==> config.mk <==
export PLATFORM = sky130hd
export DESIGN_NAME = cpu_out_display
export DESIGN_NICKNAME = d
export VERILOG_FILES = /design/src/rtl/aeolus_display_pkg.sv /design/src/rtl/cpu_out_display_seg7_decode.sv /design/src/rtl/cpu_out_display.sv
export SDC_FILE = /design/constraint.sdc
export NUM_CORES = 1
export LEC_CHECK = 0
export BUFFER_PORTS_ARGS = -buffer_cell sky130_fd_sc_hd__buf_2
export CORE_AREA = 2 2 96 98
export DETAILED_ROUTE_END_ITERATION = 8
export DIE_AREA = 0 0 98 100
export GPL_ROUTABILITY_DRIVEN = 0
export GPL_TIMING_DRIVEN = 0
export SETUP_SLACK_MARGIN = 0.05
export SLEW_MARGIN = 30
export SYNTH_ARGS = -nofsm -noshare
export SYNTH_HDL_FRONTEND = slang
export SYNTH_SLANG_ARGS = --single-unit
==> constraint.sdc <==
create_clock -name boardCLK -period 5.4 [get_ports boardCLK]
set_input_delay 0.27 -clock boardCLK [delete_from_list [all_inputs] [get_ports boardCLK]]
set_output_delay 0.27 -clock boardCLK [all_outputs]
set_load 0.02 [all_outputs]
==> src/rtl/aeolus_display_pkg.sv <==
// Shared definitions for the Aeolus CPU output display stage.
// Holds the converter FSM state encoding, display widths, active-low
// seven-segment codes ({g,f,e,d,c,b,a}) and the double-dabble step helper.
package aeolus_display_pkg;

  localparam int DATA_W  = 8;
  localparam int BCD_W   = 12;
  localparam int SHIFT_W = BCD_W + DATA_W;

  typedef enum logic [1:0] {
    IDLE  = 2'd0,
    SHIFT = 2'd1,
    DONE  = 2'd2
  } conv_state_e;

  localparam logic [6:0] SEG_BLANK = 7'h7F;
  localparam logic [6:0] SEG_0     = 7'h40;
  localparam logic [6:0] SEG_1     = 7'h79;
  localparam logic [6:0] SEG_2     = 7'h24;
  localparam logic [6:0] SEG_3     = 7'h30;
  localparam logic [6:0] SEG_4     = 7'h19;
  localparam logic [6:0] SEG_5     = 7'h12;
  localparam logic [6:0] SEG_6     = 7'h02;
  localparam logic [6:0] SEG_7     = 7'h78;
  localparam logic [6:0] SEG_8     = 7'h00;
  localparam logic [6:0] SEG_9     = 7'h10;

  // One double-dabble iteration: add 3 to every BCD nibble >= 5, then shift
  // the whole {bcd, binary} register left by one.
  function automatic logic [SHIFT_W-1:0] bcd_step(input logic [SHIFT_W-1:0] s);
    logic [SHIFT_W-1:0] a;
    a = s;
    for (int i = 0; i < BCD_W / 4; i++) begin
      if (a[DATA_W + 4*i +: 4] >= 4'd5)
        a[DATA_W + 4*i +: 4] = a[DATA_W + 4*i +: 4] + 4'd3;
    end
    return {a[SHIFT_W-2:0], 1'b0};
  endfunction

endpackage

==> src/rtl/cpu_out_display_seg7_decode.sv <==
// seg7_decode: combinational BCD nibble to active-low seven-segment code.
// Ports:
//   nibble  in  4  BCD digit 0..9
//   seg     out 7  {g,f,e,d,c,b,a}, active-low; non-decimal codes go blank
module seg7_decode
  import aeolus_display_pkg::*;
(
  input  logic [3:0] nibble,
  output logic [6:0] seg
);

  always_comb begin
    seg = SEG_BLANK;
    case (nibble)
      4'd0: seg = SEG_0;
      4'd1: seg = SEG_1;
      4'd2: seg = SEG_2;
      4'd3: seg = SEG_3;
      4'd4: seg = SEG_4;
      4'd5: seg = SEG_5;
      4'd6: seg = SEG_6;
      4'd7: seg = SEG_7;
      4'd8: seg = SEG_8;
      4'd9: seg = SEG_9;
      default: seg = SEG_BLANK;
    endcase
  end

endmodule

==> src/rtl/cpu_out_display.sv <==
// cpu_out_display: shows the Aeolus CPU 8-bit result as an unsigned decimal
// value on a 4-digit common-anode multiplexed seven-segment display.
// A sequential double-dabble converter refreshes the BCD display registers
// whenever the sampled input changes; a refresh-driven scanner multiplexes
// the digits with leading-zero blanking.
// Ports:
//   boardCLK  in  1  board clock, rising edge
//   reset     in  1  asynchronous active-low reset
//   cpuOut    in  8  CPU result, unsigned binary
//   segments  out 7  {g,f,e,d,c,b,a}, active-low
//   anodes    out 4  digit enables, active-low, bit 0 = ones digit
//   busy      out 1  high while a conversion is in progress
//
// Converter states:
//   state | meaning
//   IDLE  | waiting for in_q to differ from last converted value
//   SHIFT | 8 double-dabble iterations
//   DONE  | latch hundreds/tens/ones into display registers
module cpu_out_display
  import aeolus_display_pkg::*;
#(
  parameter int REFRESH_DIV = 100000
) (
  input  logic       boardCLK,
  input  logic       reset,
  input  logic [7:0] cpuOut,
  output logic [6:0] segments,
  output logic [3:0] anodes,
  output logic       busy
);

  localparam int CNT_W = (REFRESH_DIV > 1) ? $clog2(REFRESH_DIV) : 1;
  localparam logic [CNT_W-1:0] REF_LAST = CNT_W'(REFRESH_DIV - 1);

  logic [DATA_W-1:0]  in_q;
  logic [DATA_W-1:0]  last_val;
  conv_state_e        state;
  logic [SHIFT_W-1:0] shift_reg;
  logic [2:0]         cnt;
  logic [3:0]         hund_q;
  logic [3:0]         tens_q;
  logic [3:0]         ones_q;

  logic [CNT_W-1:0]   ref_cnt;
  logic [1:0]         digit_idx;
  logic [3:0]         digit_nib;
  logic               digit_blank;
  logic [6:0]         seg_code;

  always_ff @(posedge boardCLK or negedge reset) begin
    if (!reset) begin
      in_q <= '0;
    end else begin
      in_q <= cpuOut;
    end
  end

  // Converter FSM. A change of in_q during SHIFT/DONE is not lost: last_val
  // still holds the old value, so IDLE restarts on the following cycle.
  always_ff @(posedge boardCLK or negedge reset) begin
    if (!reset) begin
      state     <= IDLE;
      last_val  <= '0;
      shift_reg <= '0;
      cnt       <= '0;
      hund_q    <= '0;
      tens_q    <= '0;
      ones_q    <= '0;
      busy      <= 1'b0;
    end else begin
      case (state)
        IDLE: begin
          if (in_q != last_val) begin
            shift_reg <= {{BCD_W{1'b0}}, in_q};
            last_val  <= in_q;
            cnt       <= '0;
            state     <= SHIFT;
            busy      <= 1'b1;
          end
        end
        SHIFT: begin
          shift_reg <= bcd_step(shift_reg);
          cnt       <= cnt + 3'd1;
          if (cnt == 3'd7)
            state <= DONE;
        end
        DONE: begin
          hund_q <= shift_reg[SHIFT_W-1 -: 4];
          tens_q <= shift_reg[SHIFT_W-5 -: 4];
          ones_q <= shift_reg[SHIFT_W-9 -: 4];
          state  <= IDLE;
          busy   <= 1'b0;
        end
        default: begin
          state <= IDLE;
          busy  <= 1'b0;
        end
      endcase
    end
  end

  always_ff @(posedge boardCLK or negedge reset) begin
    if (!reset) begin
      ref_cnt   <= '0;
      digit_idx <= '0;
    end else begin
      if (ref_cnt == REF_LAST) begin
        ref_cnt   <= '0;
        digit_idx <= digit_idx + 2'd1;
      end else begin
        ref_cnt <= ref_cnt + CNT_W'(1);
      end
    end
  end

  // Digit mux with leading-zero blanking; digit 3 is never used for 0..255.
  always_comb begin
    digit_nib   = ones_q;
    digit_blank = 1'b0;
    case (digit_idx)
      2'd0: begin
        digit_nib   = ones_q;
        digit_blank = 1'b0;
      end
      2'd1: begin
        digit_nib   = tens_q;
        digit_blank = (hund_q == 4'd0) && (tens_q == 4'd0);
      end
      2'd2: begin
        digit_nib   = hund_q;
        digit_blank = (hund_q == 4'd0);
      end
      default: begin
        digit_nib   = 4'd0;
        digit_blank = 1'b1;
      end
    endcase
  end

  seg7_decode u_seg7_decode (
    .nibble (digit_nib),
    .seg    (seg_code)
  );

  // anodes and segments share one register stage so they always move together.
  always_ff @(posedge boardCLK or negedge reset) begin
    if (!reset) begin
      anodes   <= 4'hF;
      segments <= SEG_BLANK;
    end else begin
      if (digit_blank) begin
        anodes   <= 4'hF;
        segments <= SEG_BLANK;
      end else begin
        anodes   <= ~(4'b0001 << digit_idx);
        segments <= seg_code;
      end
    end
  end

endmodule
==> results.txt <==
Max-cap violations in this run came to 0. The critical path is of the reg2reg type. The hold violation count in the final report is 0. STA classifies the critical path endpoint as a register. The maximum number of pins on one net before global-route repair is 59. Relative to the synthesized area, the layout overhead comes to 15.4%. The power density of the placed cells is between 500 and 600 nW/um2. The HPWL after detailed placement came out at between 4000 and 5000 um. At the later pin of the worst-skew pair, clock insertion delay measures about 0.36 ns. Counting I/O delays and the setup requirement, the final critical path takes approximately 2.4 ns.

The clock tree skew after final layout is about 0.0097 ns. The arrival time at the worst endpoint came out at 2.67 ns. In the final layout, the share of cells above drive strength 1 is 0.197.

The number of flip-flops in the largest register is 20. For this design, the slowest cell found on the critical path is sky130_fd_sc_hd__a222oi_1. The placed standard-cell area came out at 4110 um2. Setup repair after global routing left no endpoint under its margin. STA classifies the critical path startpoint as a register. The average routed wire per standard cell came out at roughly 14 um. Of the synthesized area, sequential elements account for 0.552. The number of DRC violations after detailed-routing iteration 0 is 68. The number of enable flip-flop cells after synthesis came out at 0. Buffers added to address setup during post-CTS repair amount to 0. The remaining global-route overflow is 0.

The buffer type at the clock tree root is sky130_fd_sc_hd__clkbuf_8. The critical path goes through inv_1, ha_1, a222oi_1, a21oi_1, a211oi_1, o21ai_0. TritonCTS built the clock tree. The count of mapped cells out of synthesis came out at 327. The routed layout has 2,525 vias. The total track usage came out at 0.151. The final instance area is 4430 um2. The normalized max-slew margin is 0.428.

The sum of negative setup slack is 0 ns. The cell type with the largest total area after synthesis is sky130_fd_sc_hd__dfrtp_1. The area taken by multi-input logic gates came out at 1640 um2. The final-stage net count came out at approximately 390. Post-CTS repair changed the size of 0 cells. The number of routed nets with antenna violations is 0.

The count of synthesis-stage warnings from yosys came out at 0. The area of the core came out at about 9000 um2. The diode insertion count for antenna repair came out at 0. The peak per-stage delay on the critical path came out at approximately 0.7 ns. The TritonCTS sink count came out at 84. Ranked by total cell area, the synthesized netlist is headed by sky130_fd_sc_hd__dfrtp_1, sky130_fd_sc_hd__dfstp_2, sky130_fd_sc_hd__ha_1. The final-report max-slew violation count came out at 0. The tightest min-delay check is of the in2reg type. Synthesis produced a netlist with a net count of between 300 and 400. Once placement completed, the tool counted placed cells totaling 460. The portion of synthesized cell area occupied by the leading cell type came out at 0.476. The required time of the critical path is roughly 5.7 ns. The floorplan step set the die width to ~98 um. The run finished with clean final reports. The clock input transition at the sequential cells of the worst setup and hold paths is 0.09 ns. Counting along the longest clock path gives a buffer depth of 2. The synthesized area divided by synthesized cell count is between 10 and 15 um2. The total power is roughly 2300 uW. The cell area after synthesis came out at ~3800 um2.

The slew of the pin with the lowest slew margin came out at 0.853 ns. The H-tree level count is 3. The storage element area is 2120 um2. The worst voltage drop across the vdd grid is 0.241 mV.

The utilization of the core after routing came out at 0.498. The via count of the first global-routing pass is about 2,600. The final wirelength came out at around 6800 um. The DRC violation count after routing came out at 0. The maximum frequency from static timing analysis came out at 414 MHz.

The first global-routing pass estimated 11,900 um of wire. The total setup violations reported at the end of the flow is 0. Using the TritonRoute via totals, the vias-per-cell ratio works out to about 5.2. The count of cell types in the netlist is 45. The post-synthesis sequential element count came out at 84. The filler cells instantiated in the layout total roughly 830. The number of buffers added by the clock tree synthesis step is 9.

The count of buffers inserted at the top-level ports is 21. The number of antenna violations at the first check in global routing is 0. The static leakage is 0.00196 uW. In this run the core area contains 35 standard-cell rows. The final standard cell count with taps included and fillers excluded came out at 481.

In this run the count of I/O pins placed on the die edge is 22. The starting density of the core came out at 0.431. The die span in y is ~100 um.

The die outline area is between 9000 and 10,000 um2. The number of iterations in the first detailed-routing pass is 5. The final critical-path share of the clock period is 0.447. The largest driver fanout on the critical path is 6. After synthesis, the share of flip-flops with an asynchronous set or reset is 1.00.

Among all flip-flop cells after synthesis, the most frequent one is sky130_fd_sc_hd__dfrtp_1.
power breakdown:
part	internal, uW	switching, uW
sequential	824	117
clock	356	230
combinational	338	390
total	1520	737
synthesized netlist by cell type, types with 3 or more instances:
library cell and count:
sky130_fd_sc_hd__inv_1 13, sky130_fd_sc_hd__a21oi_1 6, sky130_fd_sc_hd__nor2_1 14, sky130_fd_sc_hd__dfrtp_1 73, sky130_fd_sc_hd__o21ai_0 19, sky130_fd_sc_hd__ha_1 19
sky130_fd_sc_hd__o31ai_1 3, sky130_fd_sc_hd__nand3_1 4, sky130_fd_sc_hd__nand2b_1 5, sky130_fd_sc_hd__nor3_1 3, sky130_fd_sc_hd__clkbuf_1 9, sky130_fd_sc_hd__nand2_1 32
sky130_fd_sc_hd__nor4b_1 3, sky130_fd_sc_hd__nand4_1 6, sky130_fd_sc_hd__a221o_1 7, sky130_fd_sc_hd__xor2_1 7, sky130_fd_sc_hd__mux2i_1 3, sky130_fd_sc_hd__a222oi_1 4
sky130_fd_sc_hd__xnor2_1 20, sky130_fd_sc_hd__o22ai_1 6, sky130_fd_sc_hd__a31oi_1 4, sky130_fd_sc_hd__mux2_2 18, sky130_fd_sc_hd__dfstp_2 11, sky130_fd_sc_hd__and2_1 9
sky130_fd_sc_hd__and4_1 3
timing repair:
item,in CTS,in global routing
setup endpoints to repair,0,0
hold endpoints to repair,28,2
hold buffers,3,2
final timing paths:
kind | start | endpoint | slack [ns] | cells past startpoint
max | digit_idx[0]$_DFFE_PN0N_ | segments[6]$_DFF_PN1_ | 2.98 | 6
min in group asynchronous | reset | shift_reg[15]$_DFFE_PN0P_ | 0.35 | 2
max in group asynchronous | reset | segments[6]$_DFF_PN1_ | 4.46 | 3
min reg2reg | busy$_DFFE_PN0P_ | busy$_DFFE_PN0P_ | 0.48 | 1
max reg2reg | digit_idx[0]$_DFFE_PN0N_ | segments[6]$_DFF_PN1_ | 2.98 | 6
min | cpuOut[1] | in_q[1]$_DFF_PN0_ | 0.02 | 1
placed cells by master (no fill, tap or decap), types with 9 or more instances in the layout:
master                     count
sky130_fd_sc_hd__and2_1        9
sky130_fd_sc_hd__buf_2        20
sky130_fd_sc_hd__clkbuf_1     10
sky130_fd_sc_hd__clkbuf_8      9
sky130_fd_sc_hd__dfrtp_1      73
sky130_fd_sc_hd__dfstp_2      11
sky130_fd_sc_hd__ha_1         19
sky130_fd_sc_hd__inv_1        13
sky130_fd_sc_hd__mux2_2       18
sky130_fd_sc_hd__nand2_1      32
sky130_fd_sc_hd__nor2_1       14
sky130_fd_sc_hd__o21ai_0      19
sky130_fd_sc_hd__xnor2_1      20
stage by stage:
| stage | setup slack (ns) | hold slack [ns] |
|---|---|---|
| final | 2.98 | 0.0218 |
| after global routing | 2.65 | 0.00734 |
| after CTS | 2.95 | 0.000799 |
| after detailed placement | 2.99 | 0.160 |
| after global placement | 3.02 | 0.378 |
| after floorplan | 3.36 | -0.0256 |
worst max-delay path, delay by kind of cell, from the launching register on:
| family | cells | cell delay [ns] |
|---|---|---|
| AOI/OAI and AO/OA | 4 | 1.52 |
| adders and majority gates | 1 | 0.28 |
| DFF | 1 | 0.41 |
| buffers and inverters | 1 | 0.11 |
area by class of cell:
type	instances	area share
Buffer	9	0.00763
Clock buffer	10	0.0288
Clock inverter	6	0.0308
Inverter	13	0.0110
Multi-Input combinational cell	221	0.370
Sequential cell	84	0.478
Tap cell	111	0.0314
Timing Repair Buffer	27	0.0427
per-layer routing:
metal	up-vias	wire, um	GRT usage
met2	34	3200	0.246
met4	0	93	0.0641
met3	10	186	0.0362
met5	-	0	0
met1	1241	3280	0.195
li1	1240	-	-
logic make-up (layout without fill, tap and decap cells):
kind of cell,Yosys count,in the layout,synth area share
buf+inv,22,65,0.0215
fa+ha+maj,19,19,0.0620
flops,84,84,0.552
xor+xnor,27,27,0.0617
mux,22,22,0.0646
compound gates,61,61,0.109
simple gates,92,92,0.129
(Power assumes the default switching activity.)
